**src/rtl/vga_pkg.sv**
```systemverilog
// Shared types and default geometry for the VGA address generator.
package vga_pkg;

    typedef enum logic [1:0] {
        IDLE   = 2'd0,
        ACTIVE = 2'd1,
        DONE   = 2'd2
    } vga_state_t;

    localparam int DEF_H_PIX   = 128;
    localparam int DEF_V_PIX   = 96;
    localparam int DEF_NUM_BUF = 2;
    localparam int DEF_ADDR_W  = 15;

endpackage

```
**src/rtl/vga_xy_counter.sv**
```systemverilog
// Column/line counters with raster wrap, plus line/frame end decode.
module vga_xy_counter #(
    parameter int H_PIX = 128,
    parameter int V_PIX = 96,
    parameter int XW    = 7,
    parameter int YW    = 7
) (
    input  logic          clk,
    input  logic          rst,
    input  logic          clr,
    input  logic          adv,
    input  logic          valid,
    output logic [XW-1:0] x,
    output logic [YW-1:0] y,
    output logic          last,
    output logic          line_end,
    output logic          frame_end
);
    localparam logic [XW-1:0] X_MAX = XW'(H_PIX - 1);
    localparam logic [YW-1:0] Y_MAX = YW'(V_PIX - 1);

    logic [XW-1:0] r_x;
    logic [YW-1:0] r_y;
    logic          w_x_max;
    logic          w_y_max;

    assign w_x_max   = (r_x == X_MAX);
    assign w_y_max   = (r_y == Y_MAX);
    assign last      = w_x_max & w_y_max;
    assign line_end  = valid & w_x_max;
    assign frame_end = line_end & w_y_max;
    assign x         = r_x;
    assign y         = r_y;

    always_ff @(posedge clk or posedge rst) begin
        if (rst) begin
            r_x <= '0;
            r_y <= '0;
        end else if (clr) begin
            r_x <= '0;
            r_y <= '0;
        end else if (adv) begin
            if (w_x_max) begin
                r_x <= '0;
                r_y <= w_y_max ? '0 : r_y + 1'b1;
            end else begin
                r_x <= r_x + 1'b1;
            end
        end
    end

endmodule

```
**src/rtl/vga_addr_gen.sv**
```systemverilog
// Frame-buffer address generator: FSM, buffer select and incremental address.
module vga_addr_gen
    import vga_pkg::*;
#(
    parameter int H_PIX   = DEF_H_PIX,
    parameter int V_PIX   = DEF_V_PIX,
    parameter int NUM_BUF = DEF_NUM_BUF,
    parameter int ADDR_W  = DEF_ADDR_W
) (
    input  logic                     clk,
    input  logic                     rst,
    input  logic                     refresh,
    input  logic                     flag,
    input  logic                     continuous,
    input  logic                     swap_req,
    output logic [ADDR_W-1:0]        direccion,
    output logic [$clog2(H_PIX)-1:0] x,
    output logic [$clog2(V_PIX)-1:0] y,
    output logic                     buf_sel,
    output logic                     addr_valid,
    output logic                     swap_pending,
    output logic                     line_end,
    output logic                     frame_end
);
    localparam int XW = $clog2(H_PIX);
    localparam int YW = $clog2(V_PIX);
    localparam logic [ADDR_W-1:0] FRAME_SZ = ADDR_W'(H_PIX * V_PIX);
    localparam logic DUAL = (NUM_BUF == 2);

    if (!(NUM_BUF == 1 || NUM_BUF == 2) || (NUM_BUF * H_PIX * V_PIX > 2 ** ADDR_W)) begin : g_bad_cfg
        $error("vga_addr_gen: bad NUM_BUF or ADDR_W too narrow for the frame buffers");
    end

    vga_state_t        r_state;
    logic [ADDR_W-1:0] r_addr;
    logic              r_buf;
    logic              r_pend;
    logic              r_valid;

    logic w_last;
    logic w_active_flag;
    logic w_adv;
    logic w_frame_start;
    logic w_buf_next;

    assign w_active_flag = (r_state == ACTIVE) & flag & ~refresh;
    // A one-shot frame parks on its last pixel, so the counters must not wrap.
    assign w_adv         = w_active_flag & (~w_last | continuous);
    assign w_frame_start = refresh | (w_active_flag & w_last & continuous);
    assign w_buf_next    = r_buf ^ (DUAL & (r_pend | swap_req));

    vga_xy_counter #(
        .H_PIX (H_PIX),
        .V_PIX (V_PIX),
        .XW    (XW),
        .YW    (YW)
    ) u_xy (
        .clk       (clk),
        .rst       (rst),
        .clr       (refresh),
        .adv       (w_adv),
        .valid     (r_valid),
        .x         (x),
        .y         (y),
        .last      (w_last),
        .line_end  (line_end),
        .frame_end (frame_end)
    );

    always_ff @(posedge clk or posedge rst) begin
        if (rst) begin
            r_state <= IDLE;
            r_addr  <= '0;
            r_buf   <= 1'b0;
            r_pend  <= 1'b0;
            r_valid <= 1'b0;
        end else begin
            if (refresh) begin
                r_state <= ACTIVE;
                r_valid <= 1'b1;
            end else if (w_active_flag && w_last && !continuous) begin
                r_state <= DONE;
                r_valid <= 1'b0;
            end

            if (w_frame_start) begin
                r_buf  <= w_buf_next;
                r_addr <= w_buf_next ? FRAME_SZ : '0;
                r_pend <= 1'b0;
            end else begin
                if (w_adv)
                    r_addr <= r_addr + 1'b1;
                if (swap_req && DUAL)
                    r_pend <= 1'b1;
            end
        end
    end

    assign direccion    = r_addr;
    assign buf_sel      = r_buf;
    assign swap_pending = r_pend;
    assign addr_valid   = r_valid;

endmodule
```
**config.mk**
```make
export PLATFORM = sky130hd
export DESIGN_NAME = vga_addr_gen
export DESIGN_NICKNAME = d
export VERILOG_FILES = /design/src/rtl/vga_pkg.sv /design/src/rtl/vga_xy_counter.sv /design/src/rtl/vga_addr_gen.sv
export SDC_FILE = /design/constraint.sdc
export NUM_CORES = 1
export LEC_CHECK = 0
export CAP_MARGIN = 20
export CORE_MARGIN = 4
export CORE_UTILIZATION = 55
export DETAILED_ROUTE_END_ITERATION = 10
export DONT_BUFFER_PORTS = 1
export GPL_TIMING_DRIVEN = 0
export PLACE_DENSITY_LB_ADDON = 0.05
export SETUP_SLACK_MARGIN = 0.05
export SLEW_MARGIN = 20
export SYNTH_ARGS = -nofsm -noshare
export SYNTH_HDL_FRONTEND = slang
export SYNTH_SLANG_ARGS = --single-unit
```
**constraint.sdc**
```tcl
create_clock -name clk -period 4.9 [get_ports clk]
set_input_delay 1.225 -clock clk [delete_from_list [all_inputs] [get_ports clk]]
set_output_delay 1.225 -clock clk [all_outputs]
set_load 0.05 [all_outputs]
```
==> results.md <==
- RSZ-0062 raised after global routing: no
- Antenna-violating nets left: 0
- Synthesized area: between 1500 and 2000 um2
- IO Port Bufs: 0
- Area leader, netlist: dfrtp_1
- Sequential-to-total area share from yosys stat: around 46%
- Starting density of the core: roughly three fifths
- Total Die Area: 4250 um2
- Required time at the worst-slack endpoint: ~3700 ps
- Hold_buf cts: 0
- Status: complete, no violations
- EDFF count, synth: 0
- Number of levels the H-tree was split into: 2
- Number of antenna violations at the first check in global routing: 0
- Post-detailed-route wirelength per cell: between 15 and 20 um
- Maximum fanout count along the critical path: 5
- Pre-CTS worst setup slack: ~1700 ps
- Final Wtd Congestion: 0.820
- IO Pins: 40
- Critical path class: reg2out
- Layout overhead on the synthesized area: 6.12%
- Arrival time at the worst endpoint: between 2000 and 2500 ps
- Worst relative slew slack: 54.2%
- Buffer count from post-CTS setup fixing: 0
- Clock Sink Count: 33
- Clock buffer count from CTS: 5
- Core Box Area: 3080 um2
- Cell row count: 20
- Setup WS post-layout: ~1400 ps
- Mean instance size in the synthesized netlist: 9.36 um2
- Worst setup EP type: primary output
- Final cycle utilization of the critical path: between 70% and 80%
- Clk slew on worst S/H paths: approximately 90 ps
- Vias in the first global route: roughly 1500
- Clock latency on the worst-skew pair: 330 ps
- VDD IR-drop max: about 0.23 mV
- Post-detailed-route via-to-cell ratio: 6.09
- Achievable clock frequency: between 200 and 300 MHz
- Fin. max-slew vios: 0
- Final routed wirelength across all metal layers: between 4000 and 5000 um
- Power per Cell Area: ~300 nW/um2
- N_diodes: 0
- Number of nets in the synthesized netlist: approximately 200
- Wire length of the first global-routing pass: between 7000 and 8000 um
- Post-layout minimum cycle time: ~3500 ps
- Final clock skew: roughly 9 ps
- Post-layout nets: ~210
- Clock Root Buffer: clkbuf_4
- Grt total ovfl: 0
- Type of the most critical hold path: reg2reg
- Final core utilization: 62.0%
- Iter 0 DRT Violations: approximately 130
- Worst slew pin tran: just under 700 ps
- Most area-consuming cells after synthesis: dfrtp_1, xnor2_1, nor2_1
- Most instantiated flip-flop cell in the synthesis netlist: dfrtp_1
- Largest buffer count on any clock path: 2
- Proportion of netlist area held by the largest area contributor: between 40% and 50%
- Cells resized by post-CTS repair: 0
- Vias after detailed routing: about 1500
- Number of fill cells in the layout: 279
- Setup TNS: 0 ps
- Overall global routing resource usage: between 20 and 25%
- Die Wd: 65.2 um
- Max capacitance violation total: 0
- TritonCTS clock tree: done
- Share of final-layout standard cells stronger than drive strength 1: under 10%
- Largest net degree at the start of global routing: 34
- Warnings from Yosys: 0
- Final hold vios: 0
- Fraction of registers with async set/reset: between 90% and 100%
- # DRC: 0
- Library cells used by synthesis: between 40 and 50
- Count of state elements after synthesis: 33
- Number of iterations in the first detailed-routing pass: 4
- Worst setup SP type: register
- Die Height: between 60 and 70 um
- Total leakage power: ~0.00076 uW
- Setup-failing EPs final: 0
- Cell count after synthesis: between 150 and 200
- Detailed Place HPWL: around 3000 um
==> cells in the final DEF, fill, tap and decap left out, types with 2 or more instances in the layout <==
cell | synthesis | routed
and4b_1 | 2 | 2
a21o_1 | 2 | 2
buf_2 | 3 | 3
dfrtp_1 | 33 | 33
clkbuf_1 | 1 | 2
nand2_1 | 18 | 18
inv_1 | 4 | 3
or3_1 | 2 | 2
nand4_1 | 3 | 3
xor2_1 | 4 | 4
a21oi_1 | 4 | 4
nor3_1 | 10 | 10
clkbuf_4 | 0 | 5
nand2b_1 | 2 | 2
o21ai_0 | 10 | 10
nand3b_1 | 2 | 2
o211ai_1 | 2 | 2
xnor2_1 | 13 | 13
ha_1 | 3 | 3
nor2_1 | 27 | 27
nor4b_1 | 3 | 3
nor4_1 | 6 | 6
and3_1 | 2 | 2
nand3_1 | 10 | 10
mux2i_1 | 2 | 2
o31ai_1 | 3 | 3
nor3b_1 | 2 | 2
==> path summary, 6_finish.rpt <==
path | from | to | slack, ps | depth (start not counted)
setup / recovery | u_xy.y[0]$_DFFE_PP0P_ | frame_end | 1380 | 4
hold / removal | r_state[1]$_DFFE_PP0P_ | r_state[1]$_DFFE_PP0P_ | 550 | 2
setup reg to reg | u_xy.x[0]$_DFFE_PP0P_ | u_xy.x[0]$_DFFE_PP0P_ | 2330 | 6
hold reg to reg | r_state[1]$_DFFE_PP0P_ | r_state[1]$_DFFE_PP0P_ | 550 | 2
max in group asynchronous | rst | u_xy.x[4]$_DFFE_PP0P_ | 3580 | 1
min in group asynchronous | rst | buf_sel$_DFFE_PP0P_ | 870 | 1
==> cell usage after synthesis (4+ instances only) <==
cell     instances
nor2_1          27
nand2_1         18
nand3_1         10
xor2_1           4
nor3_1          10
dfrtp_1         33
xnor2_1         13
a21oi_1          4
nor4_1           6
o21ai_0         10
inv_1            4
==> logic make-up after synthesis <==
group	synth area share, %
AND/OR/NAND/NOR	30.4
flip-flops	45.9
AO/OA/AOI/OAI	9.88
XOR/XNOR	8.28
buffers and inverters	2.30
adder cells (fa/ha/maj)	2.09
multiplexers	1.11
==> per-stage QoR <==
step	cell area, um2	instances	total power [uW]	hold WS, ps
floorplan	1800	192	417	492
global placement	1850	236	430	508
detailed placement	1850	236	432	534
CTS	1910	243	585	551
global route	1910	243	609	595
finish	1910	243	578	551
==> metal layers <==
metal | track usage (%) | wire [um]
met2 | 37.0 | 1990
met4 | 8.55 | 45
met5 | 0 | 0
met1 | 25.9 | 1670
met3 | 7.01 | 308
==> critical path, stage by stage (launching register included) <==
cell	delay, ps
dfrtp_1	700
ha_1	300
nand2_1	120
nor2_1	320
and3_1	530
==> sequential cells by signal (all words and copies together), names as in the netlist <==
| register | cells |
|---|---|
| direccion | 15 |
| u_xy.x | 7 |
| u_xy.y | 7 |
| swap_pending | 1 |
| buf_sel | 1 |
| r_state | 2 |
==> layout make-up <==
type | count | area, um2 | share of cell area [%]
Buffer | 5 | 26.3 | 1.38
Clock buffer | 7 | 55.1 | 2.89
Inverter | 4 | 15.0 | 0.787
Multi-Input combinational cell | 150 | 931 | 48.8
Sequential cell | 33 | 826 | 43.3
Tap cell | 44 | 55.1 | 2.89
==> power by group <==
group	switching [uW]	leakage, uW	internal, uW
clock	84.8	0.0000314	67.7
sequential	83.1	0.000443	288
combinational	31.4	0.000286	23.4
total	199	0.000761	379
(Power assumes the default switching activity.)
